### config.mk
export PLATFORM = sky130hd
export DESIGN_NAME = multicycle_ctrl
export DESIGN_NICKNAME = d
export VERILOG_FILES = /design/src/rtl/multicycle_ctrl.sv
export SDC_FILE = /design/constraint.sdc
export NUM_CORES = 1
export LEC_CHECK = 0
export CELL_PAD_IN_SITES_DETAIL_PLACEMENT = 1
export CELL_PAD_IN_SITES_GLOBAL_PLACEMENT = 1
export CORE_UTILIZATION = 22
export CTS_CLUSTER_DIAMETER = 40
export CTS_CLUSTER_SIZE = 16
export DETAILED_ROUTE_END_ITERATION = 12
export PLACE_DENSITY = 0.87
export REMOVE_ABC_BUFFERS = 1
export SLEW_MARGIN = 20
export SYNTH_ARGS = -nofsm -noshare
export SYNTH_HDL_FRONTEND = slang
export SYNTH_SLANG_ARGS = --single-unit
### constraint.sdc
create_clock -name clk -period 3.52 [get_ports clk]
set_input_delay 0.704 -clock clk [delete_from_list [all_inputs] [get_ports clk]]
set_output_delay 0.704 -clock clk [all_outputs]
set_load 0.02 [all_outputs]
### src/rtl/multicycle_ctrl.sv
// Multicycle sequencer: decodes Instr, gates on NZCV condition, steps a 10-state FSM and drives datapath controls.
// Latency: LDR 5, STR 4, DP with writeback 4, CMP 3, B 3, not-executed or Op=11 2 cycles; outputs are Moore-decoded.
// Backpressure: none; the FSM advances every cycle and the datapath is assumed always ready.
module multicycle_ctrl (
  input  logic        clk,
  input  logic        reset,
  input  logic [31:0] Instr,
  input  logic [3:0]  ALUFlags,
  output logic        PCWrite,
  output logic        IRWrite,
  output logic        MemWrite,
  output logic        RegWrite,
  output logic        AdrSrc,
  output logic        ALUSrcA,
  output logic [1:0]  ALUSrcB,
  output logic [1:0]  ResultSrc,
  output logic [1:0]  ImmSrc,
  output logic [1:0]  RegSrc,
  output logic [1:0]  ALUControl,
  output logic        wireSLT,
  output logic [3:0]  Flags,
  output logic [3:0]  State
);

  typedef enum logic [3:0] {
    FETCH  = 4'd0,
    DECODE = 4'd1,
    MEMADR = 4'd2,
    MEMRD  = 4'd3,
    MEMWB  = 4'd4,
    MEMWR  = 4'd5,
    EXECR  = 4'd6,
    EXECI  = 4'd7,
    ALUWB  = 4'd8,
    BRANCH = 4'd9
  } state_t;

  // ALU operation codes as seen by the datapath
  localparam logic [1:0] ALU_ADD = 2'b00;
  localparam logic [1:0] ALU_SUB = 2'b01;
  localparam logic [1:0] ALU_AND = 2'b10;
  localparam logic [1:0] ALU_ORR = 2'b11;

  // Data-processing cmd encodings understood by this subset
  localparam logic [3:0] CMD_ADD = 4'b0100;
  localparam logic [3:0] CMD_SUB = 4'b0010;
  localparam logic [3:0] CMD_AND = 4'b0000;
  localparam logic [3:0] CMD_ORR = 4'b1100;
  localparam logic [3:0] CMD_CMP = 4'b1010;
  localparam logic [3:0] CMD_SLT = 4'b1011;

  state_t      state_q;
  state_t      state_d;
  logic [3:0]  flags_q;

  // Instruction fields
  logic [1:0]  op;
  logic [5:0]  funct;
  logic [3:0]  cond;
  logic        i_bit;
  logic [3:0]  cmd;
  logic        s_bit;

  assign op    = Instr[27:26];
  assign funct = Instr[25:20];
  assign cond  = Instr[31:28];
  assign i_bit = funct[5];
  assign cmd   = funct[4:1];
  assign s_bit = funct[0];

  // Register numbers and immediates belong to the datapath, not the sequencer
  logic unused_instr_bits;
  assign unused_instr_bits = ^Instr[19:0];

  // cmd decode results
  logic [1:0]  cmd_alu;
  logic        cmd_wb;
  logic        is_cmp;
  logic        is_slt;

  // Map the data-processing cmd to an ALU op and decide whether it writes a register
  always_comb begin
    cmd_alu = ALU_ADD;
    cmd_wb  = 1'b0;
    is_cmp  = 1'b0;
    is_slt  = 1'b0;
    case (cmd)
      CMD_ADD: begin cmd_alu = ALU_ADD; cmd_wb = 1'b1; end
      CMD_SUB: begin cmd_alu = ALU_SUB; cmd_wb = 1'b1; end
      CMD_AND: begin cmd_alu = ALU_AND; cmd_wb = 1'b1; end
      CMD_ORR: begin cmd_alu = ALU_ORR; cmd_wb = 1'b1; end
      CMD_CMP: begin cmd_alu = ALU_SUB; is_cmp = 1'b1; end
      CMD_SLT: begin cmd_alu = ALU_SUB; cmd_wb = 1'b1; is_slt = 1'b1; end
      // Unknown cmds still run the ALU as ADD but never write a register
      default: begin cmd_alu = ALU_ADD; cmd_wb = 1'b0; end
    endcase
  end

  // Stored flags, named for readability of the condition table
  logic flag_n;
  logic flag_z;
  logic flag_c;
  logic flag_v;
  logic cond_ex;

  assign flag_n = flags_q[3];
  assign flag_z = flags_q[2];
  assign flag_c = flags_q[1];
  assign flag_v = flags_q[0];

  // Evaluate the ARM condition code against the stored NZCV (never the live flags)
  always_comb begin
    cond_ex = 1'b0;
    case (cond)
      4'b0000: cond_ex = flag_z;                              // EQ
      4'b0001: cond_ex = ~flag_z;                             // NE
      4'b0010: cond_ex = flag_c;                              // CS
      4'b0011: cond_ex = ~flag_c;                             // CC
      4'b0100: cond_ex = flag_n;                              // MI
      4'b0101: cond_ex = ~flag_n;                             // PL
      4'b0110: cond_ex = flag_v;                              // VS
      4'b0111: cond_ex = ~flag_v;                             // VC
      4'b1000: cond_ex = flag_c & ~flag_z;                    // HI
      4'b1001: cond_ex = ~flag_c | flag_z;                    // LS
      4'b1010: cond_ex = (flag_n == flag_v);                  // GE
      4'b1011: cond_ex = (flag_n != flag_v);                  // LT
      4'b1100: cond_ex = ~flag_z & (flag_n == flag_v);        // GT
      4'b1101: cond_ex = flag_z | (flag_n != flag_v);         // LE
      4'b1110: cond_ex = 1'b1;                                // AL
      default: cond_ex = 1'b0;                                // 1111 never executes
    endcase
  end

  // Flags load at the end of an EXEC state for S-suffixed ops and for CMP
  logic flags_ld;
  assign flags_ld = ((state_q == EXECR) || (state_q == EXECI)) && (s_bit || is_cmp);

  // State register and NZCV register; reset abandons any instruction in flight
  always_ff @(posedge clk) begin
    if (reset) begin
      state_q <= FETCH;
      flags_q <= 4'b0000;
    end else begin
      state_q <= state_d;
      if (flags_ld) begin
        flags_q <= ALUFlags;
      end
    end
  end

  // Next-state logic and Moore control outputs, decoded from state and Instr only
  always_comb begin
    state_d    = FETCH;
    PCWrite    = 1'b0;
    IRWrite    = 1'b0;
    MemWrite   = 1'b0;
    RegWrite   = 1'b0;
    AdrSrc     = 1'b0;
    ALUSrcA    = 1'b0;
    ALUSrcB    = 2'b00;
    ResultSrc  = 2'b00;
    ALUControl = ALU_ADD;
    wireSLT    = 1'b1;

    case (state_q)
      FETCH: begin
        // Fetch the instruction and advance PC by 4 in the same cycle
        IRWrite   = 1'b1;
        PCWrite   = 1'b1;
        ALUSrcA   = 1'b1;
        ALUSrcB   = 2'b10;
        ResultSrc = 2'b10;
        state_d   = DECODE;
      end
      DECODE: begin
        // PC+8 is formed here so branches and R15 reads see it
        ALUSrcA   = 1'b1;
        ALUSrcB   = 2'b10;
        ResultSrc = 2'b10;
        if (!cond_ex) begin
          state_d = FETCH;
        end else begin
          case (op)
            2'b00:   state_d = i_bit ? EXECI : EXECR;
            2'b01:   state_d = MEMADR;
            2'b10:   state_d = BRANCH;
            default: state_d = FETCH;
          endcase
        end
      end
      MEMADR: begin
        // U bit selects whether the offset is added or subtracted
        ALUSrcB    = 2'b01;
        ALUControl = funct[3] ? ALU_ADD : ALU_SUB;
        state_d    = funct[0] ? MEMRD : MEMWR;
      end
      MEMRD: begin
        AdrSrc  = 1'b1;
        state_d = MEMWB;
      end
      MEMWB: begin
        RegWrite  = 1'b1;
        ResultSrc = 2'b01;
        state_d   = FETCH;
      end
      MEMWR: begin
        AdrSrc   = 1'b1;
        MemWrite = 1'b1;
        state_d  = FETCH;
      end
      EXECR, EXECI: begin
        ALUSrcB    = (state_q == EXECI) ? 2'b01 : 2'b00;
        ALUControl = cmd_alu;
        state_d    = is_cmp ? FETCH : ALUWB;
      end
      ALUWB: begin
        RegWrite  = cmd_wb;
        ResultSrc = 2'b00;
        if (is_slt) begin
          // Re-run the subtract so the datapath can pick 1/0 from the live carry
          ALUSrcB    = i_bit ? 2'b01 : 2'b00;
          ALUControl = ALU_SUB;
          wireSLT    = 1'b0;
        end
        state_d = FETCH;
      end
      BRANCH: begin
        ALUSrcB    = 2'b01;
        ALUControl = ALU_ADD;
        ResultSrc  = 2'b10;
        PCWrite    = 1'b1;
        state_d    = FETCH;
      end
      default: begin
        state_d = FETCH;
      end
    endcase
  end

  assign ImmSrc = op;
  assign RegSrc = {(op == 2'b01), (op == 2'b10)};
  assign Flags  = flags_q;
  assign State  = state_q;

endmodule

==> flow_summary.yaml <==
run_status:
  outcome: "finished clean"
setup_path:
  regToRegSetupSlack_ps: 1740
  regToRegEndpoint: "Flags[0]"
  critical_path.max_stage_delay_ps: 550
  r2r_start: "State[1]"
  worstPathMaxFanout: 4
  worstPathCellList: "clkdlybuf4s50_1 > nor2b_1 > and3_1 > nand4_1 > clkdlybuf4s50_1"
  worstSetupEndpoint: "wireSLT"
  cp.depth: 5
  critPathBufInv: 2
  crit_top_cell: "clkdlybuf4s50_1"
  cp.required_ps: 2820
  crit_type: "in -> out"
  path_delay_family: "buffers and inverters"
  worstSetupEndpointType: "output port"
  worst_path_max_delay_cell: "clkdlybuf4s50_1"
  cp-start-kind: "primary input"
  rr_worst_depth: 5
  critPathLaunch: "Instr[24]"
  arrival_ps: 2410
timing:
  setup_violations: 0
  max_freq_mhz: 321
  finalSetupTns_ps: 0
  finalHoldViolations: 0
  holdWs_ps: 584
  drv_slew: 0
  slew_headroom: 0.715
  fin_crit_sh: 0.884
  timing.final.crit_period_ps: 3110
  tightest_slew_ps: 427
  skew_ps: 5.47
  rsz0062_at_grt: "no"
grt:
  grt_pass1_wl_mm: 3.95
  grt_start_max_net_pins: 15
  antenna_found_initial: 0
  track_usage: 0.141
  first_global_vias: 909
  overflow: 0
die:
  die_h_um: 61.1
  die_w_um: 61.1
  io_pins: 63
  coreArea_um2: 3340
  initial_core_util: 0.231
  dieArea_um2: 3740
  rows: 21
drt:
  drt-total-wl_mm: 2.54
  drtPass1Iterations: 4
  vias: 935
  drtIter0Drc: 42
  wire_per_inst_um: 13.7
  final_antenna_net_count: 0
  drt-vias-per-instance: 5.05
  drc: 0
cts:
  cts_sinks: 8
  numCtsBuffers: 3
  htree_levels: 1
  cts_hold_buf: 0
  clockBufferDepth: 2
  clk_pin_slew_ps: 50
  postCtsSetupBuffers: 0
  cts_root_buffer: "clkbuf_4"
  tritoncts: "yes"
  clk_latency_ps: 260
pwr:
  p_per_area_nw_per_um2: 235
  power_frac_seq: 0.350
  clkPwrFrac: 0.240
  cellLeakagePower_uw: 0.000506
  power_uw: 292
  peakVddDrop_v: 0.000157
  netSwitchingFraction: 0.338
  combPwrFrac: 0.410
  p_switching_uw: 98.7
  internal-power_uw: 193
yosys:
  synth_area_leaders: "dfxtp_1 21%, mux2i_1 6.5%, nor3_1 5.2%"
  synthFlopType: "dfxtp_1"
  synth_area_um2: 769
  async_flop_share: 0
  yosysSeqAreaShare: 0.208
  synth_cell_types: 43
  syn_inst: 102
  ys_ff_latch: 8
  synth_top_cell_by_area: "dfxtp_1"
  synth_top_area_frac: 0.208
  avgSynthCellArea_um2: 7.54
  synth_edf_count: 0
  synth_common_cells: "8 x dfxtp_1, 8 x nor3_1, 7 x nor2_1"
  yosys_warnings: 0
placed_design:
  gp_congestion: 0.708
  dpl.hpwl_mm: 2.09
  dp_cells: 182
  io_buffers: 42
hold_path:
  hp-class: "reg -> reg"
job:
  maxCapViolations: 0
layout:
  drive_above_1_share: 0.0576
  nFillCells: 406
  finalNonFillerCells: 185
  nNetsFinal: 179
  areaGrowthSynthToFinish_pct: 61.0
  diodes: 0
  post-route-util: 0.371
-- stage by stage --
| step | setup WS, ps | cell area [um^2] |
|---|---|---|
| detailed placement | 27.9 | 1210 |
| finish | 409 | 1240 |
| floorplan | 987 | 723 |
| global route | 302 | 1240 |
| CTS | 14.3 | 1230 |
| global placement | 130 | 1210 |
-- worst min-delay path, cell delays in order (launching register included) --
cell and delay [ps]:
dfxtp_1 340, mux2i_1 150, nor2_1 50
-- layer usage --
| metal | GRT usage | share of wire | vias up |
|---|---|---|---|
| met2 | 0.276 | 0.57 | 32 |
| met3 | 0.0483 | 0.053 | 0 |
| met5 | 0 | 0 | - |
| li1 | - | - | 449 |
| met1 | 0.146 | 0.38 | 454 |
| met4 | 0.0195 | 0 | 0 |
-- kinds of logic after synthesis --
kind of cell	Yosys count	share of synthesized area
buffers and inverters	14	0.0845
AOI/OAI and AO/OA	23	0.231
muxes	5	0.0650
DFF	8	0.208
xor gates and xnor gates	5	0.0569
and+or+nand+nor	47	0.354
-- cell type report --
type / instances / area, um^2 / share of cell area
Sequential cell: 8 / 160 / 0.129
Tap cell: 46 / 57.6 / 0.0465
Timing Repair Buffer: 43 / 435 / 0.352
Inverter: 5 / 18.8 / 0.0152
Clock buffer: 3 / 22.5 / 0.0182
Multi-Input combinational cell: 80 / 544 / 0.439
-- what timing repair did --
action,CTS,global route
gates resized for setup,0,3
hold endpoints to repair,0,0
endpoints found under the setup margin,0,3
-- worst min-delay path by stage --
stage               slack [ps]  depth (start not counted)      from       end
CTS                        600                          2  Flags[1]  Flags[1]
global placement           570                          2  Flags[1]  Flags[1]
floorplan                  620                          2  Flags[1]  Flags[1]
detailed placement         590                          2  Flags[2]  Flags[2]
global route               640                          2  Flags[0]  Flags[0]
finish                     580                          2  Flags[1]  Flags[1]
-- placed cells by master, fill, tap and decap left out, drive strengths merged, types with 4 or more instances in the layout --
cell	instances
clkdlybuf4s50	39
dfxtp	8
nor3	8
nor2	7
inv	5
mux2i	5
nor2b	4
nand2b	4
-- registers in the layout, summed over array words and instances (netlist names) --
signal  cells
State       4
Flags       4
-- power by group through the flow --
stage	clock network [uW]	registers, uW	logic, uW
2_1_floorplan	0	105	49.1
3_3_place_gp	0	104	114
3_5_place_dp	0	104	120
4_1_cts	72.9	102	120
5_1_grt	78.9	103	128
6_report	70.0	102	120
Note: power is estimated with default switching activity, not from simulation.
==> edit 1, RTL diff (config.mk and constraints unchanged) <==
Reset style: asynchronous (`reset`), changed in one clocked block.
--- a/src/rtl/multicycle_ctrl.sv
+++ b/src/rtl/multicycle_ctrl.sv
@@ -136,7 +136,7 @@
   assign flags_ld = ((state_q == EXECR) || (state_q == EXECI)) && (s_bit || is_cmp);
 
   // State register and NZCV register; reset abandons any instruction in flight
-  always_ff @(posedge clk) begin
+  always_ff @(posedge clk or posedge reset) begin
     if (reset) begin
       state_q <= FETCH;
       flags_q <= 4'b0000;
Check against the original RTL: differs if reset is asserted again (counterexample within 4 cycles, from zero or initial values and one cycle with reset high); with reset held inactive, the same outputs for 10 cycles.
==> edit 1 against the unedited design <==
Global-route usage is 0.80 points lower. Critical path depth rose by 2. Area after synthesis rose by 9.8%. Cell area up 7.9%. Sequential share of layout area up 2.1 points. Sequential cell count is the same. Register-to-register slack worse by 0.10 ns. Setup slack lost 0.15 ns. Routed wire length decreased by 1.6%. Synthesized cell count increased by 3.9%. Highest routed layer is now met4.
Power is not compared: it rests on default switching activity, and its combinational part moved more than twofold at a synthesized area within 25%.
==> edit 1: results (changes against the unedited design) <==
Worst setup path
  – Arr. time, crit path: 2.55 ns (+0.14 ns)
  – R2R cell count: 4 (-1)
  – RR Startpoint: Flags[2]$_DFFE_PP0P_
  – CP Launch Point: Instr[23]
  – Worst R2R Setup Slack: 1.64 ns (-0.10 ns)
  – Worst R2R End: State[0]$_DFF_PP0_
  – Worst setup path end: RegWrite
  – Largest fanout on the critical path: 7 (+3)
  – Worst path max stage delay: 0.63 ns (+0.08 ns)

Worst hold path
  – Critical hold path startpoint: Flags[1]$_DFFE_PP0P_

Synth
  – Unique masters post-synth: 38 (-12%)
  – Register area share after synthesis: 23.7% (+2.9 points)
  – Post-synth ARST share: 100% (+100 points)
  – Top cells by area, synth: dfrtp_1 24%, mux2_2 8.0%, nor2b_1 5.9%
  – Post-Synth XOR/XNOR Area: 3.11% (-2.6 points)
  – Synth cell count leaders: 10 x nor3_1, 8 x dfrtp_1, 8 x nand2_1, 8 x nor2b_1, 7 x nand2b_1

Cells and area
  – Layout Nets: 184 (+2.8%)
  – Count of multi-input gates: 87 (+8.8%)
  – Fillers: 457 (+13%)
  – Fraction of area in multi-input gates: 44.6% (+0.63 points)
  – Clk cell area share: 3.09% (+1.3 points)
  – Non-clock inverters: 3 (-2)
  – Sequential cell count: 8 (unchanged)
  – Share of cells above drive strength 1: 10.4% (+4.7 points)
  – Register area: 200 um2 (+25%)

GRT
  – GR Layer Usage met1: 15.3% (+0.71 points)
  – Largest net degree at the start of global routing: 17 (+2)
  – All-Layer GR Usage: 13.3% (-0.80 points)
  – Global-route wire length before repair: 4400 um (+11%)
  – Vias in the first global route: 987 (+8.6%)

Routing
  – Wl on met1: 1090 um (+14%)
  – Met3 Routed Length: 61 um (-55%)
  – WL met2: 1320 um (-8.2%)
  – Top Metal Used: met4
  – Final wirelength: 2500 um (-1.6%)

CTS
  – Worst-Skew Late Latency: 0.23 ns (-0.03 ns)
  – PostCTS Resize Cnt: 0 (unchanged)
  – Root buf cell: clkbuf_8

STA
  – Hold WS: 0.606 ns (+0.0217 ns)
  – Rel. slew slack: 64.7% (-6.8 points)
  – Final period util: 92.5% (+4.2 points)
  – Clock skew: 0.00292 ns (-0.00255 ns)

Status
  – Status: finished clean

Placed design
  – Pre-CTS WS: 0.260 ns (+0.232 ns)
  – Post-DP HPWL: 2000 um (-4.4%)
[edit 1: cell types whose count changed after synthesis, sizes merged, moves of 3 or more]
cell,before,now
and2,1,4
dfrtp,0,8
dfxtp,8,0
mux2,0,6
mux2i,5,1
nand2,2,8
nand2b,4,7
nor2b,4,8
xnor2,3,0
[edit 1: stage by stage]
stage	std cells	total power, mW	cell area [um2]
CTS	192	0.941	1340
detailed placement	189	0.828	1290
floorplan	98	0.531	807
finish	192	0.929	1340
global route	192	1.00	1340
global placement	189	0.807	1290
[edit 1: worst min path at each step]
stage | depth (start not counted) | to
3_5_place_dp | 1 | Flags[1]$_DFFE_PP0P_
6_report | 1 | Flags[1]$_DFFE_PP0P_
4_1_cts | 1 | Flags[1]$_DFFE_PP0P_
3_3_place_gp | 1 | Flags[1]$_DFFE_PP0P_
2_1_floorplan | 1 | Flags[0]$_DFFE_PP0P_
5_1_grt | 1 | Flags[1]$_DFFE_PP0P_
==> edit 2, RTL diff (same flow settings) <==
Without the edit above. Register the output `AdrSrc`, cleared by the reset; this adds one clock of latency there. The other outputs are not delayed to match.
--- a/src/rtl/multicycle_ctrl.sv
+++ b/src/rtl/multicycle_ctrl.sv
@@ -49,6 +49,8 @@
   localparam logic [3:0] CMD_CMP = 4'b1010;
   localparam logic [3:0] CMD_SLT = 4'b1011;
 
+  logic AdrSrc_d;
+
   state_t      state_q;
   state_t      state_d;
   logic [3:0]  flags_q;
@@ -155,7 +157,7 @@
     IRWrite    = 1'b0;
     MemWrite   = 1'b0;
     RegWrite   = 1'b0;
-    AdrSrc     = 1'b0;
+    AdrSrc_d   = 1'b0;
     ALUSrcA    = 1'b0;
     ALUSrcB    = 2'b00;
     ResultSrc  = 2'b00;
@@ -195,7 +197,7 @@
         state_d    = funct[0] ? MEMRD : MEMWR;
       end
       MEMRD: begin
-        AdrSrc  = 1'b1;
+        AdrSrc_d = 1'b1;
         state_d = MEMWB;
       end
       MEMWB: begin
@@ -204,7 +206,7 @@
         state_d   = FETCH;
       end
       MEMWR: begin
-        AdrSrc   = 1'b1;
+        AdrSrc_d = 1'b1;
         MemWrite = 1'b1;
         state_d  = FETCH;
       end
@@ -242,5 +244,13 @@
   assign Flags  = flags_q;
   assign State  = state_q;
 
+  always_ff @(posedge clk) begin
+    if (reset) begin
+      AdrSrc <= '0;
+    end else begin
+      AdrSrc <= AdrSrc_d;
+    end
+  end
+
 endmodule
 
Function: changed (Yosys sat finds a counterexample within 4 cycles, from zero or initial values and one cycle with reset high).
==> edit 2 against the unedited design <==
Routed wire length grew 17%. Register-to-register slack better by 0.02 ns. Area after synthesis up 9.9%. Cell area up 7.7%. Setup slack got worse by 0.15 ns. Via count is 6.5% higher. Total power increased by 24%. Sequential cell count grew 1. Die area grew 9.6%. Largest power group unchanged. Highest routed layer is now met4.
==> edit 2: results (changes against the unedited design) <==
Status
  – Status: finished clean

Cells and area
  – Share of cells above drive strength 1: 8.16% (+2.4 points)
  – N_diodes: 0 (unchanged)
  – Layout Nets: 186 (+3.9%)
  – Non-Filler Instances: 195 (+5.4%)
  – Final Core Density: 36.4% (-0.69 points)

CTS
  – Root buf cell: clkbuf_8
  – Clock-pin slew on the worst setup and hold paths: 0.05 ns (about the same)
  – Worst-Skew Late Latency: 0.24 ns (-0.02 ns)

Routing
  – Final wirelength: 2960 um (+17%)
  – DR iter-0 viols: 58 (+38%)
  – Vias: 996 (+6.5%)

Power and ir drop
  – Leak: 0.500 nW (-1.1%)

Placed design
  – Routability cong.: 0.787 (+11%)
  – Post-DP HPWL: 2260 um (+8.2%)
  – Pre-CTS WS: 0.110 ns (+0.0826 ns)

GRT
  – All-Layer GR Usage: 14.9% (+0.78 points)
  – Vias in the first global route: 957 (+5.3%)
  – Global-route wire length before repair: 4750 um (+20%)

Synth
  – Synth cell count leaders: 11 x nor2_1, 9 x dfxtp_1, 7 x nor2b_1
  – Unique masters post-synth: 42 (-2.3%)
  – Mapped Cells: 109 (+6.9%)
  – Top cells by area, synth: dfxtp_1 21%, mux2i_1 5.9%, nor2b_1 5.2%
  – Register area share after synthesis: 21.3% (+0.49 points)

STA
  – Final period util: 92.7% (+4.3 points)
  – Clock skew: 0.000463 ns (-0.00501 ns)
  – Hold WS: 0.613 ns (+0.0291 ns)
  – Rel. slew slack: 60.7% (-11 points)

Worst setup path
  – Worst R2R End: Flags[1]$_SDFFE_PP0P_
  – Worst R2R Setup Slack: 1.76 ns (+0.02 ns)
  – Arr. time, crit path: 2.56 ns (+0.15 ns)
  – RR Startpoint: State[2]$_SDFF_PP0_

Worst hold path
  – Hold Path Sink: Flags[2]$_SDFFE_PP0P_
  – Critical hold path startpoint: Flags[2]$_SDFFE_PP0P_
## edit 2: power breakdown
part / switching [mW] / internal (mW) / leakage (nW) / total, mW
logic: 0.0596 / 0.0635 / 0.402 / 0.123
clock network: 0.0444 / 0.0774 / 0.0255 / 0.122
registers: 0.0117 / 0.105 / 0.0730 / 0.117
## edit 2: worst max path at each step
stage | startpoint | to
finish | Instr[24] | RegWrite
global route | Instr[22] | RegWrite
detailed placement | Instr[24] | ALUSrcB[0]
global placement | Instr[22] | ALUSrcB[0]
floorplan | Instr[23] | ALUSrcB[0]
CTS | Instr[22] | ALUSrcB[0]
## edit 2: timing repair
item,in CTS,in global routing
setup endpoints to repair,0,1
resized for setup,0,1
hold endpoints to repair,0,0
## edit 2: final cells by class
type | count | share of cell area, %
Sequential cell | 9 | 13.5
Multi-Input combinational cell | 87 | 45.1
Clock inverter | 1 | 0.375
Inverter | 4 | 1.13
Tap cell | 48 | 4.50
Timing Repair Buffer | 43 | 32.3
Clock buffer | 3 | 3.10
## edit 2: metal layers
layer	track usage, %	vias up	wire length, um
li1	-	478	-
met1	16.4	497	1250
met4	2.56	0	10
met3	3.21	3	94
met5	0	-	0
met2	28.9	18	1610
## edit 2: cells by family after synthesis
| kind of cell | after synthesis | share of synthesized area [%] |
|---|---|---|
| xor gates and xnor gates | 4 | 4.14 |
| buffers and inverters | 13 | 7.54 |
| muxes | 6 | 7.25 |
| AOI/OAI and AO/OA | 24 | 21.6 |
| DFF | 9 | 21.3 |
| and+or+nand+nor | 53 | 38.2 |
## edit 2: critical path, stage by stage
cell and delay (ns):
clkdlybuf4s50_1 0.54, nand3b_1 0.16, nor2_1 0.23, o21ai_0 0.12
a21boi_0 0.17, clkdlybuf4s50_1 0.64
